--- config.mk ---
export PLATFORM = sky130hd
export DESIGN_NAME = load_store_unit
export DESIGN_NICKNAME = d
export VERILOG_FILES = /design/src/rtl/load_store_unit.sv
export SDC_FILE = /design/constraint.sdc
export NUM_CORES = 1
export LEC_CHECK = 0
export CORE_ASPECT_RATIO = 1.75
export CORE_MARGIN = 2
export CORE_UTILIZATION = 50
export DETAILED_ROUTE_END_ITERATION = 10
export GPL_ROUTABILITY_DRIVEN = 0
export HOLD_SLACK_MARGIN = 0.1
export PLACE_DENSITY_LB_ADDON = 0.12
export SYNTH_ARGS = -nofsm -noshare
export SYNTH_HDL_FRONTEND = slang
export SYNTH_SLANG_ARGS = --single-unit
--- constraint.sdc ---
create_clock -name clk -period 8.2 [get_ports clk]
set_input_delay 1.64 -clock clk [delete_from_list [all_inputs] [get_ports clk]]
set_output_delay 1.64 -clock clk [all_outputs]
set_load 0.1 [all_outputs]
--- src/rtl/load_store_unit.sv ---
// Load/store execute unit: effective-address generation, sub-word lane handling, req/ack memory access with timeout.
// Latency: done two cycles after start on a zero-wait ack, plus one per wait cycle; start is ignored while busy.
module load_store_unit #(
    parameter int XLEN    = 32,
    parameter int IMM_W   = 21,
    parameter int TIMEOUT = 15
) (
    input  logic              clk,
    input  logic              reset,
    input  logic              start,
    input  logic [2:0]        opcode,
    input  logic [XLEN-1:0]   xs,
    input  logic [XLEN-1:0]   xd,
    input  logic [IMM_W-1:0]  imm,
    output logic              busy,
    output logic              done,
    output logic              err,
    output logic              mem_req,
    output logic              mem_we,
    output logic [XLEN-1:0]   mem_addr,
    output logic [XLEN-1:0]   mem_wdata,
    output logic [XLEN/8-1:0] mem_be,
    input  logic [XLEN-1:0]   mem_rdata,
    input  logic              mem_ack,
    output logic              rf_we,
    output logic [XLEN-1:0]   rf_wdata
);

    localparam int NB     = XLEN / 8;
    localparam int LANE_W = $clog2(NB);
    localparam int CNT_W  = $clog2(TIMEOUT + 1);

    localparam logic [2:0] SDW  = 3'b000;
    localparam logic [2:0] SDH  = 3'b001;
    localparam logic [2:0] SDB  = 3'b010;
    localparam logic [2:0] LDW  = 3'b011;
    localparam logic [2:0] LDH  = 3'b100;
    localparam logic [2:0] LDB  = 3'b101;
    localparam logic [2:0] LDBU = 3'b110;
    localparam logic [2:0] LDHU = 3'b111;

    localparam logic [1:0] SZ_BYTE = 2'd0;
    localparam logic [1:0] SZ_HALF = 2'd1;
    localparam logic [1:0] SZ_WORD = 2'd2;

    typedef enum logic [1:0] {
        IDLE = 2'd0,
        REQ  = 2'd1,
        ERR  = 2'd2,
        FIN  = 2'd3
    } state_t;

    state_t             state;
    logic [CNT_W-1:0]   wait_cnt;
    logic [2:0]         op_q;

    function automatic logic [1:0] size_of(input logic [2:0] op);
        logic [1:0] sz;
        sz = SZ_BYTE;
        case (op)
            SDW, LDW:        sz = SZ_WORD;
            SDH, LDH, LDHU:  sz = SZ_HALF;
            SDB, LDB, LDBU:  sz = SZ_BYTE;
            default:         sz = SZ_BYTE;
        endcase
        return sz;
    endfunction

    // Launch-side decode, only consumed when start is taken in IDLE.
    logic              st_c;
    logic [1:0]        size_c;
    logic [XLEN-1:0]   imm_ext;
    logic [XLEN-1:0]   ea;
    logic [LANE_W-1:0] lane;
    logic              misaligned;
    logic [NB-1:0]     be_c;
    logic [XLEN-1:0]   wdata_c;

    always_comb begin
        st_c       = (opcode == SDW) || (opcode == SDH) || (opcode == SDB);
        size_c     = size_of(opcode);
        imm_ext    = XLEN'($signed(imm));
        ea         = (st_c ? xd : xs) + imm_ext;
        lane       = ea[LANE_W-1:0];
        misaligned = ((size_c == SZ_HALF) && ea[0]) ||
                     ((size_c == SZ_WORD) && (ea[1:0] != 2'b00));
        case (size_c)
            SZ_BYTE: begin
                be_c    = NB'(1) << lane;
                wdata_c = {NB{xs[7:0]}};
            end
            SZ_HALF: begin
                be_c    = NB'(3) << lane;
                wdata_c = {(XLEN/16){xs[15:0]}};
            end
            default: begin
                be_c    = NB'(15) << lane;
                wdata_c = {(XLEN/32){xs[31:0]}};
            end
        endcase
    end

    // Load return path: the held mem_addr still selects the lane during REQ.
    logic [XLEN-1:0] rshift;
    logic [XLEN-1:0] ld_data;

    always_comb begin
        rshift = mem_rdata >> {mem_addr[LANE_W-1:0], 3'b000};
        case (op_q)
            LDW:     ld_data = XLEN'($signed(rshift[31:0]));
            LDH:     ld_data = XLEN'($signed(rshift[15:0]));
            LDB:     ld_data = XLEN'($signed(rshift[7:0]));
            LDBU:    ld_data = XLEN'(rshift[7:0]);
            LDHU:    ld_data = XLEN'(rshift[15:0]);
            default: ld_data = '0;
        endcase
    end

    always_ff @(posedge clk) begin
        if (reset) begin
            state     <= IDLE;
            wait_cnt  <= '0;
            op_q      <= '0;
            busy      <= 1'b0;
            done      <= 1'b0;
            err       <= 1'b0;
            mem_req   <= 1'b0;
            mem_we    <= 1'b0;
            mem_addr  <= '0;
            mem_wdata <= '0;
            mem_be    <= '0;
            rf_we     <= 1'b0;
            rf_wdata  <= '0;
        end else begin
            done  <= 1'b0;
            err   <= 1'b0;
            rf_we <= 1'b0;
            case (state)
                IDLE: begin
                    if (start) begin
                        op_q <= opcode;
                        busy <= 1'b1;
                        if (misaligned) begin
                            state <= ERR;
                            done  <= 1'b1;
                            err   <= 1'b1;
                        end else begin
                            state     <= REQ;
                            mem_req   <= 1'b1;
                            mem_we    <= st_c;
                            mem_addr  <= ea;
                            mem_be    <= be_c;
                            mem_wdata <= wdata_c;
                            wait_cnt  <= '0;
                        end
                    end
                end
                REQ: begin
                    // An ack in the final allowed cycle still wins over the timeout.
                    if (mem_ack) begin
                        state   <= FIN;
                        mem_req <= 1'b0;
                        done    <= 1'b1;
                        if (!mem_we) begin
                            rf_we    <= 1'b1;
                            rf_wdata <= ld_data;
                        end
                    end else if (wait_cnt == CNT_W'(TIMEOUT - 1)) begin
                        state   <= ERR;
                        mem_req <= 1'b0;
                        done    <= 1'b1;
                        err     <= 1'b1;
                    end else begin
                        wait_cnt <= wait_cnt + CNT_W'(1);
                    end
                end
                FIN, ERR: begin
                    state <= IDLE;
                    busy  <= 1'b0;
                end
                default: begin
                    state <= IDLE;
                    busy  <= 1'b0;
                end
            endcase
        end
    end

endmodule
# Word level (Yosys, flattened, before mapping)
# Memory sizes are Yosys's and may differ from the RTL's.
# Cells that the tools add are included.
[totals]
register_bits = 115
mem_bits_rw = 0
latchBits = 0
input_bits = 124
n_memories = 1
romBits = 16
[op_classes]
n_shift = 4
muxes = 29
n_bitwise = 4
n_reduce_logical = 20
div = 0
n_eq_ne = 18
n_addsub = 2
multipliers = 0
magnitude_cmp = 0
[mem_list]
columns = ["memory", "depth", "word_bits", "rd", "rd_ports_with_merged_regs", "wr", "line", "source"]
rows = [
  ["(name not given)", 8, 2, 1, 0, 0, "60", "case (op)"],
]
[op_table]
columns = ["op", "count"]
rows = [
  ["32-bit case mux with 5 select lines", 1],
  ["32-bit case mux with 2 select lines", 1],
  ["32-bit adder", 1],
  ["32-bit 2-to-1 mux", 1],
  ["32-bit by 5-bit >> shifter with 32-bit output", 1],
  ["4-bit 2-to-1 mux", 4],
  ["4-bit case mux with 2 select lines", 2],
  ["3-bit equality test (second input constant)", 4],
  ["1-bit 2-to-1 mux", 11],
  ["2-bit 2-to-1 mux", 4],
  ["2-bit inequality test (second input constant)", 4],
  ["1-bit case mux with 2 select lines", 4],
  ["2-bit equality test (second input constant)", 3],
  ["3-bit by 2-bit equality test with 1-bit output (second input constant)", 2],
  ["2-bit case mux with 3 select lines", 1],
  ["2-bit AND reduction", 3],
  ["3-bit AND reduction", 2],
  ["2-bit nonzero test", 3],
  ["5-bit AND reduction", 1],
  ["4-bit by 1-bit adder with 4-bit output (second input constant)", 1],
  ["2-bit by 1-bit equality test with 1-bit output (second input constant)", 2],
  ["4-bit equality test (second input constant)", 1],
  ["2-bit zero test", 2],
  ["1-bit inverter", 4],
  ["11 further kinds", 14],
]

# Longest topological paths before layout
# Gate-level depths: netlist of the first run.
[logic_depth]
word_depth = 11
ltp_mapped = 17
depth_no_buf = 16

# Worst setup path before layout of the first run
# OpenSTA, ideal clock, no wires.
[synth_timing]
path_type = "input to register"
startpoint = "input port opcode[1]"
endpoint = "register mem_we"
slack_ns = 2.927
cell_stages = 17
n_path_buf = 3
t_arrival_ns = 5.202
path_cell_list = "inv_1 > ha_1 > nor3_1 > nor2_1 > clkbuf_1 > mux2_2 > ha_1 > inv_1 > fa_1 > or3_1 > a21oi_1 > a31oi_1 > nand2_1 > buf_2 > buf_1 > nand2_1 > a21oi_1"
[synth_via]
elab_chain_len = 10
[synth_lines]
columns = ["element", "line", "source"]
rows = [
  ["start: declaration", "11", "input logic [2:0] opcode,"],
  ["3-bit by 1-bit equality test with 1-bit output / 3-bit zero test (equally long branches)", "80", "st_c = (opcode == SDW) || (opcode == SDH) || (opcode == SDB);"],
  ["1-bit logical OR (2 in series)", "80", ""],
  ["32-bit 2-to-1 mux", "83", "ea = (st_c ? xd : xs) + imm_ext;"],
  ["32-bit adder", "83", ""],
  ["2-bit nonzero test", "86", "((size_c == SZ_WORD) && (ea[1:0] != 2'b00));"],
  ["1-bit logical AND", "86", ""],
  ["1-bit logical OR", "85", "misaligned = ((size_c == SZ_HALF) && ea[0]) ||"],
  ["1-bit inverter (no line)", "n/a", ""],
  ["3-bit AND reduction (no line)", "n/a", ""],
  ["end signal: assignment", "150", "mem_we <= st_c;"],
  ["end: declaration", "19", "output logic mem_we,"],
]
# Parallel ways exist; a longest one is shown, timed or not.
# A chain may end at the register's enable or synchronous reset.

# Worst setup path after layout of the first run
[layout_timing]
startpoint = "input port opcode[1]"
endpoint = "register mem_wdata[16]"
[layout_via]
elab_chain_len = 10
[layout_lines]
columns = ["element", "line", "source"]
rows = [
  ["3-bit by 1-bit equality test with 1-bit output / 3-bit zero test (equally long branches)", "80", ""],
  ["1-bit logical OR (2 in series)", "80", ""],
  ["32-bit 2-to-1 mux", "83", ""],
  ["32-bit adder", "83", ""],
  ["2-bit nonzero test", "86", ""],
  ["1-bit logical AND", "86", ""],
  ["1-bit logical OR", "85", ""],
  ["1-bit inverter (no line)", "n/a", ""],
  ["3-bit AND reduction (no line)", "n/a", ""],
  ["end signal: assignment", "153", "mem_wdata <= wdata_c;"],
  ["end: declaration", "21", "output logic [XLEN-1:0] mem_wdata,"],
]
# Parallel ways exist; a longest one is shown, timed or not.

==> key figures, run 1 <==
Yosys
  • Register area share after synthesis: 32.4%
  • Fraction of registers with async set/reset: 0%
  • Post-synth top area share: 32.4%
  • Synth warnings: 0
  • Synth Flop Type: dfxtp_1
  • Synth cell types: 60
  • Synth area leaders: dfxtp_1, ha_1, a21oi_1
  • EDFF count, synth: 0
  • Synthesized area: 0.00711 mm2
  • Post-synth top area cell: dfxtp_1
  • Cell with the most instances after synthesis: dfxtp_1
  • Synthesized flop and latch total: 115
  • Cells after synthesis: about 890
  • Synth top cells by count: dfxtp_1, nand2_1, nor2_1
  • Syn_area_per_cell: just under 8 um2
  • Syn_nets: 1057

Clock network
  • Clk slew on worst S/H paths: 60 ps
  • H-tree depth: 4
  • Root buffer cell: clkbuf_16
  • Cts-stage hold buffer count: 0
  • CTS tree: yes
  • Setup Fix Bufs, Post-CTS: 0
  • Clock Latency Late Sink: between 400 and 500 ps
  • # resized after CTS: 0
  • Clk buf depth: 2
  • Inserted Clock Buffers: 17
  • Sink Count: 115

Pwr
  • Pleak: 3.85 nW
  • Power Dens Cells: 240 mW/mm2
  • VDD IR max: 132 uV

Finish
  • Fin cells: between 1000 and 1500
  • Layout cells sized above 1: under 10%
  • Area grow syn2layout: 41.6%
  • Antenna cells: 0
  • Fin nets: 1254

Global routing
  • Gr usage total: 32.1%
  • GRT overflow: 0
  • Pin count of the biggest net entering global routing: between 60 and 70
  • Number of global-route vias before repair: 7426
  • Antenna violations before repair: 0
  • Global-route wire length before repair: 37.9 mm

STA
  • Max Clk Rate: 162 MHz
  • Final Max Slew Viols: 0
  • Fin crit period: 6180 ps
  • RSZ-0062 raised after global routing: false
  • Finish-stage setup viols: 0
  • Max_slew headroom: 27.9%
  • Fin crit share: 75.3%
  • Total negative slack: 0 ps
  • Final Skew: 7.68 ps
  • Post-route setup slack: roughly 2000 ps
  • Worst Tran Pin Value: 1080 ps
  • Final hold vios: 0

Status
  • Status: completed

Place
  • Port buffer count: 229
  • Inst Count DP: between 1000 and 1500
  • Post-DP HPWL: 18.7 mm
  • Pre-CTS WS: 1700 ps

Worst setup path
  • CP startpoint kind: primary input
  • CP max stage delay: 760 ps
  • Peak fanout along the critical path: 68
  • Slowest-stage cell, CP: nor2_4
  • Crit path kind: primary input to flop
  • Crit-path cells: clkdlybuf4s50_1, inv_1, ha_1, nor3_1, nor2_4, mux2_2, ha_1, inv_1, fa_1, or3_1, a21oi_1, a31oi_1, and2_2, buf_4, nor2_1, a311oi_1
  • CP required: 8510 ps
  • Arr. time, crit path: 6490 ps
  • Worst setup EP type: flop

Route
  • Initial drt markers: 434
  • Wire length per cell: 19.6 um
  • DR vias/cell: 6.01
  • DRC violations left: 0
  • Total routed wirelength: 25.1 mm
  • Vias: 7694
  • DRT Pass-1 Iters: 5
  • Detail Route Antenna Nets: 0

Floorplanning
  • Initial Util: 51.1%
  • Top Ports: 230
  • Die extent in x: approximately 94 um
  • DIE HEIGHT: 162 um
  • Core area: 0.0139 mm2
  • Site row count: 57
  • Overall die area: between 0.015 and 0.02 mm2

Hold path
  • Hold WC Path Type: flop to flop

Job
  • Max-cap violation count: 0
==> worst max-delay path, delay by kind of cell <==
family                     cells  cell delay, ps
AOI/OAI and AO/OA              3             680
muxes                          1             310
adders and majority gates      3            1060
buffers and inverters          4            1240
and+or+nand+nor                5            1500
==> routing by layer <==
| metal | global-route usage (%) | share of wire [%] |
|---|---|---|
| met1 | 33.4 | 35 |
| met2 | 55.8 | 50 |
| met3 | 6.12 | 6.9 |
| met4 | 24.0 | 7.9 |
| met5 | 0 | 0 |
==> sequential cells by signal, summed over array words and instances, names as in the netlist <==
register   flops
rf_we          1
wait_cnt       4
done           1
mem_req        1
mem_be         4
op_q           3
mem_we         1
rf_wdata      32
mem_wdata     32
state          2
err            1
busy           1
mem_addr      32
==> cells in the final DEF (no fill, tap or decap), drive strengths merged, types with 25 or more instances in the layout <==
cell type,instances
o21ai,44
inv,25
dfxtp,115
a211oi,25
clkdlybuf4s50,228
ha,39
nand2,109
a21oi,97
nor2,100
mux2,31
==> cell families (layout without fill, tap and decap cells) <==
logic type | count (synthesis) | in the layout | share of synthesized area (%)
simple gates | 301 | 301 | 19.0
compound gates | 283 | 283 | 26.2
flops | 115 | 115 | 32.4
buf+inv | 78 | 288 | 4.52
mux | 51 | 51 | 7.73
fa+ha+maj | 40 | 40 | 7.15
xor+xnor | 25 | 25 | 3.08
==> through the flow <==
stage                     util (%)  power [mW]  instance area [um2]  hold slack [ps]
after floorplan                  -        1.35                 7110              483
after global placement        67.8        1.61                 9440              439
after detailed placement      67.8        1.61                 9440              445
after CTS                     72.4        2.41                10100              453
after global routing          72.4        2.50                10100              469
final                         72.4        2.41                10100              451
==> worst paths after layout <==
path | depth (start not counted) | slack, ps | start | end
worst max-delay path | 16 | 2020 | opcode[1] | mem_wdata[16]
worst min-delay path | 2 | 450 | mem_be[1] | mem_be[1]
worst max register to register | 6 | 5370 | mem_addr[0] | rf_wdata[20]
worst min register to register | 2 | 450 | mem_be[1] | mem_be[1]
==> area by class of cell <==
type,count,area (um2)
Clock buffer,18,429
Clock inverter,14,200
Fill cell,1149,3840
Inverter,20,75.1
Multi-Input combinational cell,700,4490
Sequential cell,115,2300
Tap cell,177,221
Timing Repair Buffer,236,2340
==> where the power goes <==
part	switching, mW	internal (mW)
Combinational	0.673	0.295
Clock	0.286	0.513
Sequential	0.0357	0.611
Total	0.995	1.42
(Power assumes the default switching activity.)
==> run 2, diff against run 1 <==
--- a/config.mk
+++ b/config.mk
@@ -7,7 +7,7 @@
 export LEC_CHECK = 0
 export CORE_ASPECT_RATIO = 1.75
 export CORE_MARGIN = 2
-export CORE_UTILIZATION = 50
+export CORE_UTILIZATION = 43
 export DETAILED_ROUTE_END_ITERATION = 10
 export GPL_ROUTABILITY_DRIVEN = 0
 export HOLD_SLACK_MARGIN = 0.1
==> constraint.sdc (replaced) <==
create_clock -name clk -period 5.6 [get_ports clk]
set_input_delay 1.12 -clock clk [delete_from_list [all_inputs] [get_ports clk]]
set_output_delay 1.12 -clock clk [all_outputs]
set_load 0.1 [all_outputs]
==> run 2 against run 1 <==
  * Register-to-register slack got worse by 2700 ps
  * Critical endpoint is now mem_addr[21]
  * Utilization fell by 10 points
  * Setup slack got worse by 1600 ps
==> key figures, run 2 (synthesis results as in run 1) <==
Status
  • Status: completed

Route
  • Wire length per cell: 20.2 um (+3.2%)
  • Detail Route Antenna Nets: 0 (unchanged)
  • DR vias/cell: 5.79 (-3.6%)
  • DRC violations left: 0 (unchanged)
  • Initial drt markers: 430 (-0.92%)
  • DRT Pass-1 Iters: 4 (-1)
  • Vias: 7558 (-1.8%)
  • Total routed wirelength: 26.4 mm (+5.3%)

Clock network
  • Clock Latency Late Sink: 410 ps (about the same)
  • Clk slew on worst S/H paths: 60 ps (about the same)
  • H-tree depth: 4 (unchanged)
  • Cts-stage hold buffer count: 0 (unchanged)
  • Setup Fix Bufs, Post-CTS: 0 (unchanged)
  • Inserted Clock Buffers: 17 (unchanged)
  • Sink Count: 115 (unchanged)
  • Root buffer cell: clkbuf_16
  • Clk buf depth: 2 (unchanged)
  • # resized after CTS: 0 (unchanged)
  • CTS tree: yes

Global routing
  • Gr usage total: 29.4% (-2.7 points)
  • GRT overflow: 0 (unchanged)
  • Pin count of the biggest net entering global routing: 79 (+14%)
  • Antenna violations before repair: 0 (unchanged)
  • Number of global-route vias before repair: 7444 (+0.24%)
  • Global-route wire length before repair: 39.6 mm (+4.5%)

Place
  • Port buffer count: 229 (unchanged)
  • Area post-placement: 0.00953 mm2 (+0.99%)
  • Inst Count DP: 1273 (+2.0%)
  • Post-DP HPWL: 20.1 mm (+7.7%)

Pwr
  • Switching Power: 1.44 mW (+44%)
  • Internal power consumption: 2.07 mW (+46%)
  • VDD IR max: 223 uV (+69%)
  • Switching share of power: 41.0% (-0.24 points)
  • Clock share of power: 32.0% (-1.1 points)
  • Gate power share: 41.0% (+0.9 points)
  • Reg power frac: 27.0% (+0.2 points)
  • Power Dens Cells: 346 mW/mm2 (+44%)
  • Pleak: 3.89 nW (+1.2%)

Floorplanning
  • DIE HEIGHT: 174 um (+7.6%)
  • Core area: 0.0163 mm2 (+17%)
  • Die extent in x: 101 um (+7.5%)
  • Overall die area: 0.0176 mm2 (+16%)
  • Top Ports: 230 (unchanged)
  • Site row count: 62 (+8.8%)
  • Initial Util: 43.6% (-7.5 points)

STA
  • Final hold vios: 0 (unchanged)
  • Worst Tran Pin Value: 1070 ps (-12.6 ps)
  • RSZ-0062 raised after global routing: false
  • Max_slew headroom: 28.8% (+0.84 points)
  • Total negative slack: 0 ps (unchanged)
  • Final Max Slew Viols: 0 (unchanged)
  • Finish-stage setup viols: 0 (unchanged)
  • Final Skew: 6.01 ps (-1.67 ps)
  • Fin crit period: 5140 ps
  • Fin crit share: between 90% and 100%
  • Max Clk Rate: 194 MHz

Finish
  • Fin cells: 1305 (+2.0%)
  • Layout cells sized above 1: 8.36% (+0.74 points)
  • Leading cell type in the layout, fill and taps excluded: clkdlybuf4s50_1
  • Top Registers: mem_addr (32), mem_wdata (32), rf_wdata (32)
  • Fill cells: 1502 (+31%)
  • FF/Latch Area: 0.00230 mm2 (unchanged)
  • Final Util: 62.2% (-10 points)
  • Design area: 0.0101 mm2 (+0.68%)
  • Antenna cells: 0 (unchanged)
  • Fin nets: 1264 (+0.80%)
  • Area grow syn2layout: 42.6%
  • Area occupied by multi-input gates: 0.00449 mm2 (unchanged)
  • Most frequent cells in the layout: clkdlybuf4s50_1, dfxtp_1, nand2_1, nor2_1, a21oi_1

Job
  • Max-cap violation count: 0 (unchanged)

Worst setup path
  • Arr. time, crit path: 5500 ps (-990 ps)
  • CP startpoint kind: primary input
  • Crit path kind: primary input to flop
  • CP required: 5960 ps (-2550 ps)
  • Peak fanout along the critical path: 22 (-68%)
  • Worst setup EP type: flop

Hold path
  • Hold WC Path Type: flop to flop
==> run 2: power by group through the flow <==
| stage | Combinational (mW) | Sequential, mW | Clock (mW) |
|---|---|---|---|
| after floorplan | 0.524 | 1.45 | 0 |
| after detailed placement | 1.43 | 0.962 | 0 |
| after global placement | 1.43 | 0.963 | 0 |
| after CTS | 1.43 | 0.947 | 1.14 |
| final | 1.44 | 0.947 | 1.12 |
| after global routing | 1.52 | 0.954 | 1.18 |
==> run 2: path summary, 6_finish.rpt <==
kind	cells past startpoint	from	slack, ps	endpoint
worst min-delay path	2	mem_addr[13]	450	mem_addr[13]
worst min register to register	2	mem_addr[13]	450	mem_addr[13]
worst max-delay path	15	opcode[1]	460	mem_addr[21]
worst max register to register	6	mem_addr[0]	2660	rf_wdata[22]
==> run 2: layer usage <==
layer | track usage, % | share of wire, % | vias to the layer above
li1 | - | - | 3664
met1 | 29.3 | 36 | 3524
met2 | 55.4 | 54 | 299
met3 | 5.15 | 5.3 | 71
met4 | 16.0 | 5.5 | 0
met5 | 0 | 0 | -
==> run 2: worst max-delay path: stages <==
cell             delay (ps)
clkdlybuf4s50_1         440
inv_1                    90
ha_1                    230
nor3_1                  110
nor2_4                  530
buf_4                   350
mux2_2                  360
ha_1                    370
nand2_1                 120
nor3_1                  200
nand3_1                 220
a2111oi_2               550
o21ai_0                 180
a2111oi_0               460
a211o_1                 150
==> run 2: layout make-up <==
class                           instances  share of cell area (%)
Clock buffer                           22                    4.68
Inverter                               20                   0.741
Timing Repair Buffer                  246                    23.9
Multi-Input combinational cell        700                    44.4
Tap cell                              192                    2.37
Clock inverter                         10                    1.28
Sequential cell                       115                    22.7
==> run 2: per-stage QoR <==
stage | worst slack (ps) | hold slack, ps | power, mW
after floorplan | 847 | 483 | 1.98
after global placement | 174 | 440 | 2.39
after detailed placement | 54.1 | 444 | 2.39
after CTS | 458 | 451 | 3.52
after global routing | 38.6 | 471 | 3.65
final | 458 | 449 | 3.50
==> run 3, diff against run 2 <==
--- a/config.mk
+++ b/config.mk
@@ -12,6 +12,7 @@
 export GPL_ROUTABILITY_DRIVEN = 0
 export HOLD_SLACK_MARGIN = 0.1
 export PLACE_DENSITY_LB_ADDON = 0.12
+export SLEW_MARGIN = 30
 export SYNTH_ARGS = -nofsm -noshare
 export SYNTH_HDL_FRONTEND = slang
 export SYNTH_SLANG_ARGS = --single-unit
==> constraint.sdc (replaced) <==
create_clock -name clk -period 5.6 [get_ports clk]
set_input_delay 1.12 -clock clk [delete_from_list [all_inputs] [get_ports clk]]
set_output_delay 1.12 -clock clk [all_outputs]
set_load 0.05 [all_outputs]
==> run 3 against run 2 <==
  * Via count grew 0.53%
  * Hold slack gained 0.93 ps
  * Combinational power shrank 19%
  * Clock skew grew 6.2 ps
  * Utilization grew 0.28 points
  * Sequential share of layout area shrank 0.10 points
  * Final area grew 0.46%
  * Clock-buffer cell count shrank 3
  * Global-route usage grew 0.18 points
  * Clock power grew 7%
  * Sequential power is essentially flat
==> key figures, run 3 (synthesis results as in run 1) <==
Floorplanning
  • Die extent in x: 101 um (unchanged)
  • Overall die area: 0.0176 mm2 (unchanged)
  • Top Ports: 230 (unchanged)
  • Site row count: 62 (unchanged)
  • DIE HEIGHT: 174 um (unchanged)
  • Initial Util: 43.6% (unchanged)
  • Core area: 0.0163 mm2 (unchanged)

STA
  • Max_slew headroom: 43.3% (+15 points)
  • Max Clk Rate: 193 MHz (-0.79%)
  • Worst Tran Pin Value: 851 ps (-214 ps)
  • Post-route setup slack: 417 ps (-40.8 ps)
  • Final Max Slew Viols: 0 (unchanged)
  • Total negative slack: 0 ps (unchanged)
  • Fin crit period: 5180 ps (+40.8 ps)
  • Final hold vios: 0 (unchanged)
  • RSZ-0062 raised after global routing: false
  • Finish-stage setup viols: 0 (unchanged)
  • Fin crit share: 92.6% (+0.73 points)
  • Final Skew: 12.2 ps (+6.24 ps)

Route
  • Initial drt markers: 341 (-21%)
  • DR vias/cell: 5.82 (+0.45%)
  • Vias: 7598 (+0.53%)
  • DRT Pass-1 Iters: 5 (+1)
  • Total routed wirelength: 26.3 mm (-0.47%)
  • Detail Route Antenna Nets: 0 (unchanged)
  • DRC violations left: 0 (unchanged)
  • Wire length per cell: 20.1 um (-0.55%)

Worst setup path
  • Peak fanout along the critical path: 22 (unchanged)
  • Worst setup EP type: flop
  • Arr. time, crit path: 5520 ps (+20 ps)
  • Crit path kind: primary input to flop
  • CP startpoint kind: primary input
  • CP required: 5940 ps (-20 ps)
  • FF-to-FF path depth: 6 (unchanged)

Status
  • Status: completed

Hold path
  • Hold WC Path Type: flop to flop
  • Hold path depth: 2 (unchanged)

Clock network
  • Clk slew on worst S/H paths: 60 ps (about the same)
  • Sink Count: 115 (unchanged)
  • # resized after CTS: 0 (unchanged)
  • Root buffer cell: clkbuf_16
  • Clk buf depth: 2 (unchanged)
  • CTS tree: yes
  • Clock Latency Late Sink: 410 ps (about the same)
  • Inserted Clock Buffers: 17 (unchanged)
  • Setup Fix Bufs, Post-CTS: 0 (unchanged)
  • H-tree depth: 4 (unchanged)
  • Cts-stage hold buffer count: 0 (unchanged)

Global routing
  • Gr busiest metal: met2
  • Antenna violations before repair: 1 (+1)
  • Pin count of the biggest net entering global routing: 79 (unchanged)
  • Global-route wire length before repair: 40.0 mm (+0.99%)
  • Met3 GRT Util: 5.75% (+0.60 points)
  • Gr usage total: 29.6% (+0.18 points)
  • GRT overflow: 0 (unchanged)
  • Met1 track demand over resource: 29.8% (+0.55 points)
  • Met2 Track Usage GR: 53.8% (-1.7 points)
  • Number of global-route vias before repair: 7619 (+2.4%)

Place
  • Port buffer count: 229 (unchanged)
  • Area post-placement: 0.00953 mm2 (unchanged)
  • Post-DP HPWL: 20.0 mm (-0.55%)
  • Pre-CTS WS: 40.8 ps (-13.3 ps)

Finish
  • Fin nets: 1264 (unchanged)
  • Top Registers: mem_addr (32), mem_wdata (32), rf_wdata (32)
  • Layout cells sized above 1: 8.45% (+0.090 points)
  • Most frequent cells in the layout: clkdlybuf4s50_1, dfxtp_1, nand2_1, nor2_1, a21oi_1
  • Leading cell type in the layout, fill and taps excluded: clkdlybuf4s50_1
  • Fill cells: 1488 (-0.93%)
  • Final Util: 62.5% (+0.28 points)
  • Area grow syn2layout: 43.2%
  • Design area: 0.0102 mm2 (+0.46%)

Pwr
  • VDD IR max: 189 uV (-15%)
  • Power Dens Cells: 326 mW/mm2 (-5.6%)
  • Pleak: 3.91 nW (+0.33%)

Job
  • Max-cap violation count: 0 (unchanged)
## run 3: power breakdown
part           total [mW]  switching [mW]  internal (mW)
Clock                1.20           0.433          0.766
Combinational        1.17           0.731          0.443
Sequential          0.948          0.0535          0.895
Total                3.32            1.22           2.10
## run 3: through the flow
stage                     std cells  hold WS, ps  power, mW
after global placement         1273          440       2.12
after detailed placement       1273          443       2.13
after floorplan                 893          483       1.72
after global routing           1306          466       3.46
after CTS                      1305          451       3.33
final                          1306          450       3.32
## run 3: worst paths after layout
check | start | end | slack, ps
setup / recovery | opcode[1] | mem_addr[29] | 420
hold / removal | mem_addr[13] | mem_addr[13] | 450
setup reg to reg | mem_addr[0] | rf_wdata[22] | 2790
hold reg to reg | mem_addr[13] | mem_addr[13] | 450
## run 3: critical path, stage by stage
cell	delay [ps]
clkdlybuf4s50_1	450
inv_1	100
ha_1	240
nor3_1	110
nor2_4	540
buf_4	340
mux2_2	370
ha_1	380
nand2_1	120
nor3_1	200
nand3_1	220
a2111oi_2	540
a41oi_1	220
xnor2_1	310
nand2_1	100
a21oi_1	150
## run 3: cell type report
class                   instances  area, um2  share of cell area (%)
diodes                          1       2.50                  0.0246
flip-flops and latches        115       2300                    22.6
multi-input cells             700       4500                    44.2
inverters                      20       75.1                   0.737
clock buffers                  19        443                    4.35
repair buffers                246       2420                    23.7
well taps                     192        240                    2.36
clock inverters                13        198                    1.94
## run 3: metal layers
layer / routed length, um / vias up
met5: 0 / -
met1: 9290 / 3528
met4: 1690 / 0
li1: - / 3666
met2: 13800 / 321
met3: 1470 / 83
